[config.mk]
export PLATFORM = sky130hd
export DESIGN_NAME = disp_vramctrl
export DESIGN_NICKNAME = d
export VERILOG_FILES = /design/src/rtl/disp_pkg.sv /design/src/rtl/disp_vsync_sync.sv /design/src/rtl/disp_vramctrl.sv
export SDC_FILE = /design/constraint.sdc
export NUM_CORES = 1
export LEC_CHECK = 0
export BUFFER_PORTS_ARGS = -buffer_cell sky130_fd_sc_hd__buf_2
export CORE_UTILIZATION = 31
export CTS_CLUSTER_DIAMETER = 30
export DETAILED_ROUTE_END_ITERATION = 8
export PLACE_DENSITY_LB_ADDON = 0.2
export SLEW_MARGIN = 20
export SYNTH_ARGS = -nofsm -noshare
export SYNTH_HDL_FRONTEND = slang
export SYNTH_SLANG_ARGS = --single-unit
[constraint.sdc]
create_clock -name ACLK -period 2.7 [get_ports ACLK]
set_input_delay 0.135 -clock ACLK [delete_from_list [all_inputs] [get_ports ACLK]]
set_output_delay 0.135 -clock ACLK [all_outputs]
set_load 0.01 [all_outputs]
[src/rtl/disp_pkg.sv]
// Shared constants and state encoding for the display frame-fetch path.
package disp_pkg;
    localparam logic [2:0] AXI_ARSIZE_64   = 3'b011;
    localparam logic [1:0] AXI_BURST_INCR  = 2'b01;
    localparam int         BYTES_PER_PIXEL = 4;

    typedef enum logic [1:0] {
        ST_IDLE,
        ST_ADDR,
        ST_DATA
    } vram_state_t;
endpackage

[src/rtl/disp_vsync_sync.sv]
// Brings the pixel-clock VSYNC_X into ACLK and flags its falling edge.
module disp_vsync_sync (
    input  logic ACLK,
    input  logic ARST,
    input  logic vsync_x,
    output logic vs_fall
);
    // [0],[1] synchronizer, [2] history; idle level of VSYNC_X is high
    logic [2:0] sync;

    always_ff @(posedge ACLK) begin
        if (ARST) sync <= 3'b111;
        else      sync <= {sync[1:0], vsync_x};
    end

    assign vs_fall = sync[2] & ~sync[1];
endmodule

[src/rtl/disp_vramctrl.sv]
// Frame-fetch DMA: reads one frame per VSYNC from VRAM over AXI4 AR/R into the pixel FIFO.
// Optional FRAME_END pulse output is enabled with `define DISP_FRAME_END_EN.
module disp_vramctrl
    import disp_pkg::*;
#(
    parameter int H_PIXELS  = 640,
    parameter int V_LINES   = 480,
    parameter int BURST_LEN = 16
) (
    input  logic        ACLK,
    input  logic        ARST,
    input  logic        DSP_VSYNC_X,
    input  logic        DISPON,
    input  logic [28:0] DISPADDR,
    output logic [31:0] ARADDR,
    output logic [7:0]  ARLEN,
    output logic [2:0]  ARSIZE,
    output logic [1:0]  ARBURST,
    output logic        ARVALID,
    input  logic        ARREADY,
    input  logic [63:0] RDATA,
    input  logic        RVALID,
    input  logic        RLAST,
    output logic        RREADY,
    output logic        FIFO_WR,
    output logic [63:0] FIFO_WDATA,
`ifdef DISP_FRAME_END_EN
    output logic        FRAME_END,
`endif
    input  logic        FIFO_AFULL
);
    localparam int BEATS  = H_PIXELS * V_LINES * BYTES_PER_PIXEL / 8;
    localparam int NBURST = BEATS / BURST_LEN;
    localparam int STEP   = BURST_LEN * 8;

    localparam logic [15:0] NBURST_W = 16'(NBURST);
    localparam logic [31:0] STEP_W   = 32'(STEP);

    vram_state_t state, state_nxt;
    logic [15:0] count;
    logic [15:0] count_inc;
    logic        vs_fall;
    logic        beat;
    logic        last_acc;
    logic        frame_done;
    logic        start;
    logic        unused_addr_bits;

    assign unused_addr_bits = ^DISPADDR[6:0];

    disp_vsync_sync u_vsync (
        .ACLK    (ACLK),
        .ARST    (ARST),
        .vsync_x (DSP_VSYNC_X),
        .vs_fall (vs_fall)
    );

    assign ARLEN   = 8'(BURST_LEN - 1);
    assign ARSIZE  = AXI_ARSIZE_64;
    assign ARBURST = AXI_BURST_INCR;
    assign RREADY  = (state == ST_DATA);

    assign start      = (state == ST_IDLE) && vs_fall && DISPON;
    assign beat       = (state == ST_DATA) && RVALID;
    assign last_acc   = beat && RLAST;
    assign count_inc  = count + 16'd1;
    assign frame_done = (count_inc == NBURST_W);

    always_ff @(posedge ACLK) begin
        if (ARST) state <= ST_IDLE;
        else      state <= state_nxt;
    end

    always_comb begin
        state_nxt = state;
        case (state)
            ST_IDLE: if (start) state_nxt = ST_ADDR;
            ST_ADDR: if (ARVALID && ARREADY) state_nxt = ST_DATA;
            ST_DATA: begin
                // an open burst always runs to RLAST; DISPON only gates the next one
                if (last_acc) begin
                    if (frame_done || !DISPON) state_nxt = ST_IDLE;
                    else                       state_nxt = ST_ADDR;
                end
            end
            default: state_nxt = ST_IDLE;
        endcase
    end

    always_ff @(posedge ACLK) begin
        if (ARST) begin
            ARVALID    <= 1'b0;
            ARADDR     <= 32'h0;
            count      <= 16'h0;
            FIFO_WR    <= 1'b0;
            FIFO_WDATA <= 64'h0;
        end else begin
            FIFO_WR <= beat;
            if (beat) FIFO_WDATA <= RDATA;

            if (start) begin
                ARADDR <= {3'b000, DISPADDR[28:7], 7'b0};
                count  <= 16'h0;
            end

            // once raised, ARVALID waits for ARREADY regardless of FIFO_AFULL
            if (state == ST_ADDR) begin
                if (ARVALID && ARREADY) ARVALID <= 1'b0;
                else if (!FIFO_AFULL)   ARVALID <= 1'b1;
            end

            if (last_acc) begin
                count  <= count_inc;
                ARADDR <= ARADDR + STEP_W;
            end
        end
    end

`ifdef DISP_FRAME_END_EN
    always_ff @(posedge ACLK) begin
        if (ARST) FRAME_END <= 1'b0;
        else      FRAME_END <= last_acc && frame_done;
    end
`endif
endmodule

==> metrics, run 1 <==
commonest non-fill, non-tap cell in the layout=buf_2; predominant post-synthesis flop cell=dfxtp_1; Setup Buffers After CTS=0; Clock Sinks=112; Worst Hold Class=input pin to register; worst reg-to-reg path cell count=5; Post-Place Cell Area=5990 um2; cell area power density=513 nW/um2; worst r2r src=state[1]; CTS HTree Levels=3; Setup Viol. Count Final=0; Reg clk slew, reported paths=0.08 ns; site row count=45; root buffer cell=clkbuf_16; min cycle time layout=2.20 ns; fin area=6480 um2; Post-synth ARST share=0; initial antenna violation count=0; metal1 wirelength=6500 um; relative slew slack=0.526; Via-to-Cell Ratio=4.78; Highest Signal Layer=met4; Ports=213; Global Route Usage Sum=0.168; Max rail drop VDD=0.304 mV; Worst-Margin Slew=0.705 ns; Hold Slack=0.0187 ns; post-DP HPWL=9500 um; Die Span X=128 um; number of synthesized flops with an enable pin=0; ant diodes=0; critical path peak fanout=18; hold buffer count at cts=16; final net count=914; fin crit share=0.814; R2R setup slack=0.50 ns; Synth top area share=0.454; RSZ-0062 raised after global routing=no; Post-Synthesis Cells=635; Crit path required time=2.96 ns; Yosys Warn Count=0; Hold Startpoint=RDATA[49]; CTS buffer count=9; met3 routed WL=765 um; vias in the first global route=4396; Sum Neg Setup Slack=0 ns; Hold EP=FIFO_WDATA[49]; Core Util, Final=0.421; Pre-Repair DR Iteration Count=6; Seq/Total Area, Yosys=0.454; Reg-to-Reg End=ARADDR[25]; Worst-Skew Late Latency=0.35 ns; Worst setup SP type=register; TritonCTS clock tree=done; initial cell density of the core=0.322; #FFs+latches synth=112; cell taking the most area after synthesis=dfxtp_1; Hold Crit Depth=3; metal2 WL=6600 um; status=complete, no violations; Placeable Area=15400 um2; Slew Viols, Final=0; CTS Buffer Depth=2; Netlist cell types=52; Area contributors post-synth=dfxtp_1 45%, nand2_1 12%, a21oi_1 8.8%; MaxCap Viol Count=0; Worst Setup End Kind=register; Initial DRC Count=288; first-pass GRT wire length=22200 um; Routed WL per cell=13.6 um; area grow syn2layout=31.1%; Mapped Area=4940 um2; RePlAce Congestion=0.762; final WL=14000 um; critical path class=register to register; f_max=0.455 GHz; Detail Route Antenna Nets=0; largest net degree at the start of global routing=66; die area=16500 um2; layout cells sized above 1=0.277; Fin Clk Skew=0.00569 ns; cts repair resizes=0; # port buffers=185; leakage=2.70 nW; DR vias=4905; Remaining DRCs=0; residual overflow from global routing=0; Final Hold Vio Count=0; height of the die=128 um; Avg Inst Size Synth=7.78 um2; Arr. time, crit path=2.45 ns; most frequent cells in the layout=184 x buf_2, 153 x nand2_1, 112 x dfxtp_1
-- how the worst max path moves through the flow --
| stage | startpoint | end | slack (ns) | depth (start not counted) |
|---|---|---|---|---|
| global placement | state[1] | ARADDR[31] | 0.56 | 5 |
| detailed placement | state[1] | ARADDR[25] | 0.53 | 5 |
| CTS | state[1] | ARADDR[25] | 0.51 | 5 |
| finish | state[1] | ARADDR[25] | 0.50 | 5 |
| floorplan | count[0] | state[0] | 0.84 | 6 |
| global route | count[0] | count[14] | 0.24 | 6 |
-- area by class of cell --
class	instances	area (um2)
clock buffer	9	225
clock inverter	7	104
fill	1648	8890
inverter	4	15.0
multi-input combinational	472	2430
sequential	112	2240
tap	211	264
timing repair buffer	212	1200
-- power by group --
part,internal (W),switching (W)
registers,0.00166,0.0000138
logic,0.0000895,0.0000955
clock network,0.000826,0.000640
total,0.00258,0.000749
-- critical path, stage by stage, from the launching register on --
cell and delay (ns):
dfxtp_1 0.51, nand4b_4 0.31, nor4_4 0.60, and2_1 0.32
a211oi_1 0.10, a311oi_1 0.26
-- stage by stage --
stage               worst slack [ns]  cells  power [W]
floorplan                      0.840    653    0.00180
finish                         0.501   1027    0.00333
CTS                            0.513   1027    0.00339
detailed placement             0.530    995    0.00188
global placement               0.558    995    0.00188
global route                   0.237   1027    0.00347
-- state kept, by name, summed over array words and instances, names as in the netlist --
signal,flops
FIFO_WDATA,64
ARVALID,1
u_vsync.sync,3
count,16
FIFO_WR,1
state,2
ARADDR,25
-- metal layers --
layer | GRT usage | up-vias
li1 | - | 2531
met4 | 0.0457 | 0
met1 | 0.218 | 2240
met3 | 0.0380 | 7
met2 | 0.277 | 127
met5 | 0 | -
-- synthesized netlist by cell type (3+ instances only) --
cell type and count:
clkbuf_1 32, nand2_1 154, o21ai_0 21, nor2_1 43
and2_1 6, a31oi_1 10, a22oi_1 4, a211oi_1 10
a21oi_1 87, buf_4 21, dfxtp_1 112, mux2_2 3
a311oi_1 7, buf_1 6, inv_1 4, nor3_1 7
nand3_1 19, nor4_1 9, nand3b_1 3, buf_2 6
a41oi_1 3, nor2b_1 3, and3_1 11, or3_1 7
nand4_1 9, or2_2 3
-- cells by family after synthesis --
group	Yosys count	share of synthesized area
and+or+nand+nor	286	0.269
AOI/OAI and AO/OA	158	0.189
DFF	112	0.454
buffers and inverters	69	0.0699
xor gates and xnor gates	3	0.00532
muxes	3	0.00683
adders and majority gates	2	0.00506
other	2	0.00152
Power figures use the tool's default switching activity.
==> run 2, diff against run 1 <==
Clock period 2.7 ns to 2.1 ns, I/O delays scaled along.
==> metrics, run 2 (same netlist as run 1, synthesis figures left out) <==
DR vias=5277 (was 4905); root buffer cell=clkbuf_16 (unchanged); Hold Startpoint=DISPADDR[28] (was RDATA[49]); Filler Cells Inserted=1560 (was 1648); Arr. time, crit path=2.11 ns (was 2.45 ns); Remaining DRCs=0 (unchanged); sequential power share=0.505 (was 0.504); Comb pwr share=0.076 (was 0.056); Initial DRC Count=313 (was 288); post-DP HPWL=9740 um (was 9500 um); MaxCap Viol Count=0 (unchanged); Hold Crit Depth=3 (unchanged); CTS buffer count=9 (unchanged); Slew Viols, Final=0 (unchanged); Core Util, Final=0.464 (was 0.421); area grow syn2layout=44.2% (was 31.1%); commonest non-fill, non-tap cell in the layout=buf_2 (unchanged); max reg flops=64 (unchanged); site row count=45 (unchanged); final WL=15000 um (was 14000 um); RePlAce Congestion=0.783 (was 0.762); Reg with most FFs=FIFO_WDATA (unchanged); fin crit share=0.894 (was 0.814); largest net degree at the start of global routing=76 (was 66); final net count=985 (was 914); f_max=0.533 GHz (was 0.455 GHz); Final Hold Vio Count=0 (unchanged); clock group share of total power=0.419 (was 0.441); layout cells sized above 1=0.277 (about the same); worst reg-to-reg path cell count=6 (was 5); CTS Buffer Depth=2 (unchanged); crit path cell chain=ha_1, nand3_1, nor2_1, or4bb_1, nand3_1, a31oi_1 (was nand4b_4, nor4_4, and2_1, a211oi_1, a311oi_1); ant diodes=0 (unchanged); height of the die=128 um (unchanged); Global Route Usage Sum=0.178 (was 0.168); Placeable Area=15400 um2 (unchanged); Fin Clk Skew=0.00385 ns (was 0.00569 ns); leakage=3.01 nW (was 2.70 nW); critical path class=register to register (unchanged); vias in the first global route=4761 (was 4396); Crit-path slowest cell=or4bb_1 (was nor4_4); Worst Hold Class=input pin to register (unchanged); Die Span X=128 um (unchanged); residual overflow from global routing=0 (unchanged); Worst path max stage delay=0.49 ns (was 0.60 ns); Routed WL per cell=13.6 um (about the same); setup ws final=0.223 ns (was 0.501 ns); Sum Neg Setup Slack=0 ns (unchanged); Clock Sinks=112 (unchanged); most frequent cells in the layout=184 x buf_2, 153 x nand2_1, 112 x dfxtp_1 (unchanged); Setup Viol. Count Final=0 (unchanged); CP Launch Point=count[0] (was state[1]); critical path's most frequent cell=nand3_1; Hold EP=ARADDR[28] (was FIFO_WDATA[49]); CTS HTree Levels=3 (unchanged); R2R setup slack=0.22 ns (was 0.50 ns); dpl ws=0.219 ns (was 0.530 ns); status=complete, no violations (unchanged); Net Sw Frac=0.230 (was 0.225); initial cell density of the core=0.322 (unchanged); Reg clk slew, reported paths=0.07 ns (was 0.08 ns); critical path peak fanout=7 (was 18); Reg-to-Reg End=state[0] (was ARADDR[25]); cell area power density=598 nW/um2 (was 513 nW/um2); Pre-Repair DR Iteration Count=5 (was 6); Detail Route Antenna Nets=0 (unchanged); cts repair resizes=0 (unchanged); Switch Pwr=0.000978 W (was 0.000749 W); initial antenna violation count=0 (unchanged); Max rail drop VDD=0.383 mV (was 0.304 mV); Setup Buffers After CTS=0 (unchanged); min cycle time layout=1.88 ns (was 2.20 ns); Ports=213 (unchanged); Worst-Skew Late Latency=0.35 ns (about the same); TritonCTS clock tree=done (unchanged); RSZ-0062 raised after global routing=no (unchanged); total internal power=0.00328 W (was 0.00258 W); die area=16500 um2 (unchanged); first-pass GRT wire length=23400 um (was 22200 um); Worst setup SP type=register (unchanged); # port buffers=185 (unchanged); Top Registers=FIFO_WDATA x64, ARADDR x25, count x16 (unchanged); hold buffer count at cts=67 (was 16); Via-to-Cell Ratio=4.81 (was 4.78); worst r2r src=count[0] (was state[1]); Crit path required time=2.33 ns (was 2.96 ns); Worst Setup End Kind=register (unchanged)
[run 2: cell count changes in the layout (fill, tap and decap cells not counted)]
| cell | delta |
|---|---|
| buf_4 | +19 |
| dlygate4sd3_1 | +51 |
| clkbuf_8 | +1 |
| bufinv_16 | -1 |
| clkinv_2 | +1 |
| buf_12 | +1 |
| inv_8 | -1 |
[run 2: worst max-delay path by stage]
stage / to / slack, ns / cells after the start
2_1_floorplan: state[0] / 0.24 / 6
3_3_place_gp: state[0] / 0.27 / 6
3_5_place_dp: state[0] / 0.22 / 5
4_1_cts: state[0] / 0.21 / 5
5_1_grt: state[0] / 0.1 / 5
6_report: state[0] / 0.22 / 6
[run 2: metal layers]
layer | track usage | vias to the layer above | share of wire
li1 | - | 2672 | -
met1 | 0.227 | 2422 | 0.46
met2 | 0.291 | 163 | 0.47
met3 | 0.0442 | 20 | 0.053
met4 | 0.0644 | 0 | 0.022
met5 | 0 | - | 0
[run 2: layout make-up]
type / count / area (um2) / share of cell area
clock inverter: 6 / 67.6 / 0.00948
clock buffer: 10 / 239 / 0.0335
inverter: 4 / 15.0 / 0.00211
sequential: 112 / 2240 / 0.315
multi-input combinational: 472 / 2430 / 0.341
tap: 211 / 264 / 0.0370
timing repair buffer: 283 / 1870 / 0.262
[run 2: power groups by stage]
stage / clock network [W] / logic [W] / registers [W]
final: 0.00178 / 0.000322 / 0.00215
after global placement: 0 / 0.000223 / 0.00220
after floorplan: 0 / 0.000113 / 0.00221
after global routing: 0.00192 / 0.000350 / 0.00216
after detailed placement: 0 / 0.000224 / 0.00220
after CTS: 0.00184 / 0.000321 / 0.00215
[run 2: critical path, delay by kind of cell, from the launching register on]
family | cells | cell delay (ns)
AO/OA/AOI/OAI | 1 | 0.08
adder cells (fa/ha/maj) | 1 | 0.33
flip-flops | 1 | 0.42
AND/OR/NAND/NOR | 4 | 0.93
[run 2: through the flow]
stage	total power, W	hold WS, ns	std cells	instance area (um2)
CTS	0.00431	0.00214	1098	7130
global placement	0.00243	0.296	1015	6150
floorplan	0.00232	0.209	653	5010
global route	0.00443	0.00874	1098	7130
detailed placement	0.00243	0.298	1015	6150
finish	0.00426	0.0117	1098	7130
==> run 3, diff against run 2 <==
Settings changed: RECOVER_POWER from default to 25.
==> metrics, run 3 (same netlist as run 1, synthesis figures left out) <==
status=complete, but fails checks (was complete, no violations); failing checks=max-capacitance violations, max-slew violations; initial cell density of the core=0.322 (unchanged); Detail Route Antenna Nets=0 (unchanged); Worst-Skew Late Latency=0.36 ns (was 0.35 ns); critical path class=register to register (unchanged); MaxCap Viol Count=1 (was 0); Routed WL per cell=13.6 um (about the same); largest net degree at the start of global routing=76 (unchanged); Setup Viol. Count Final=0 (unchanged); CTS buffer count=9 (unchanged); Sum Neg Setup Slack=0 ns (unchanged); first-pass GRT wire length=23400 um (unchanged); Max rail drop VDD=0.383 mV (about the same); Worst setup SP type=register (unchanged); cts repair resizes=0 (unchanged); RSZ-0062 raised after global routing=no (unchanged); Die Span X=128 um (unchanged); residual overflow from global routing=0 (unchanged); ant diodes=0 (unchanged); Global Route Usage Sum=0.178 (unchanged); initial antenna violation count=0 (unchanged); Worst-Margin Slew=1.62 ns; Via-to-Cell Ratio=4.77 (was 4.81); Ports=213 (unchanged); area grow syn2layout=42.7% (was 44.2%); Filler Cells Inserted=1598 (was 1560); most frequent cells in the layout=153 x nand2_1, 136 x buf_2, 112 x dfxtp_1 (was 184 x buf_2, 153 x nand2_1, 112 x dfxtp_1); RePlAce Congestion=0.783 (unchanged); Reg with most FFs=FIFO_WDATA (unchanged); max reg flops=64 (unchanged); height of the die=128 um (unchanged); leakage=2.79 nW (was 3.01 nW); commonest non-fill, non-tap cell in the layout=nand2_1 (was buf_2); fin area=7050 um2 (was 7130 um2); root buffer cell=clkbuf_16 (unchanged); Clock Sinks=112 (unchanged); # port buffers=185 (unchanged); final WL=15000 um (about the same); register area=2240 um2 (unchanged); DR vias=5234 (was 5277); Pre-Repair DR Iteration Count=4 (was 5); f_max=0.532 GHz (was 0.533 GHz); Final Hold Vio Count=0 (unchanged); Post-Place Cell Area=6150 um2 (unchanged); layout cells sized above 1=0.223 (was 0.277); multi-input logic area=2430 um2 (unchanged); die area=16500 um2 (unchanged); TritonCTS clock tree=done (unchanged); fin crit share=0.895 (was 0.894); Slew Viols, Final=76 (was 0); vias in the first global route=4761 (unchanged); relative slew slack=-0.0815; Placeable Area=15400 um2 (unchanged); Worst Setup End Kind=register (unchanged); CTS Buffer Depth=2 (unchanged); post-DP HPWL=9740 um (unchanged); Reg clk slew, reported paths=0.07 ns (about the same); Setup Buffers After CTS=0 (unchanged); critical path peak fanout=7 (unchanged); Crit path required time=2.28 ns (was 2.33 ns); Core Util, Final=0.459 (was 0.464); CTS HTree Levels=3 (unchanged); Arr. time, crit path=2.06 ns (was 2.11 ns); final net count=985 (unchanged); Top Registers=FIFO_WDATA x64, ARADDR x25, count x16 (unchanged); hold buffer count at cts=67 (unchanged); site row count=45 (unchanged); Fin Clk Skew=0.00366 ns (was 0.00385 ns); Remaining DRCs=0 (unchanged); cell area power density=603 nW/um2 (was 598 nW/um2); Initial DRC Count=341 (was 313); Worst Hold Class=input pin to register (unchanged); min cycle time layout=1.88 ns (about the same)
==> run 3: cell count changes in the layout (fill, tap and decap cells not counted) <==
cell / delta
buf_2: -48
clkbuf_1: +48
buf_12: -1
buf_4: -1
clkbuf_2: +1
clkbuf_4: +1
==> run 3: final cells by class <==
type                    count  area share
inverters                   4     0.00213
flip-flops and latches    112       0.318
well taps                 211      0.0374
multi-input cells         472       0.345
clock inverters             6     0.00958
repair buffers            283       0.254
clock buffers              10      0.0339
==> run 3: worst paths after layout <==
kind	start	end	slack, ns	depth (start not counted)
max reg2reg	count[0]	count[14]	0.22	7
max	count[0]	count[14]	0.22	7
min reg2reg	u_vsync.sync[0]	u_vsync.sync[1]	0.42	1
min	DISPADDR[28]	ARADDR[28]	0.01	3
==> run 3: routing by layer <==
layer / wire length [um] / track usage / vias up / part of all wire
met1: 6890 / 0.227 / 2391 / 0.46
li1: - / - / 2673 / -
met3: 789 / 0.0442 / 22 / 0.053
met4: 344 / 0.0644 / 0 / 0.023
met5: 0 / 0 / - / 0
met2: 6950 / 0.291 / 148 / 0.46
==> run 3: where the power goes <==
| part | internal, W | switching, W |
|---|---|---|
| Clock | 0.000963 | 0.000817 |
| Combinational | 0.000179 | 0.000139 |
| Sequential | 0.00214 | 0.0000164 |
| Total | 0.00328 | 0.000972 |
==> run 3: stage by stage <==
step / hold WS (ns) / setup slack (ns) / cells / total power [W]
after global placement: 0.296 / 0.269 / 1015 / 0.00243
after floorplan: 0.209 / 0.240 / 653 / 0.00232
after global routing: 0.00874 / 0.0906 / 1098 / 0.00442
after CTS: 0.00214 / 0.206 / 1098 / 0.00431
after detailed placement: 0.298 / 0.219 / 1015 / 0.00243
final: 0.0128 / 0.221 / 1098 / 0.00425
==> run 3: worst max-delay path, stage by stage, from the launching register on <==
cell	delay, ns
dfxtp_1	0.42
ha_1	0.33
nand3_1	0.18
nor4_1	0.30
buf_4	0.17
o21ai_0	0.07
a22oi_1	0.19
nor2_1	0.05
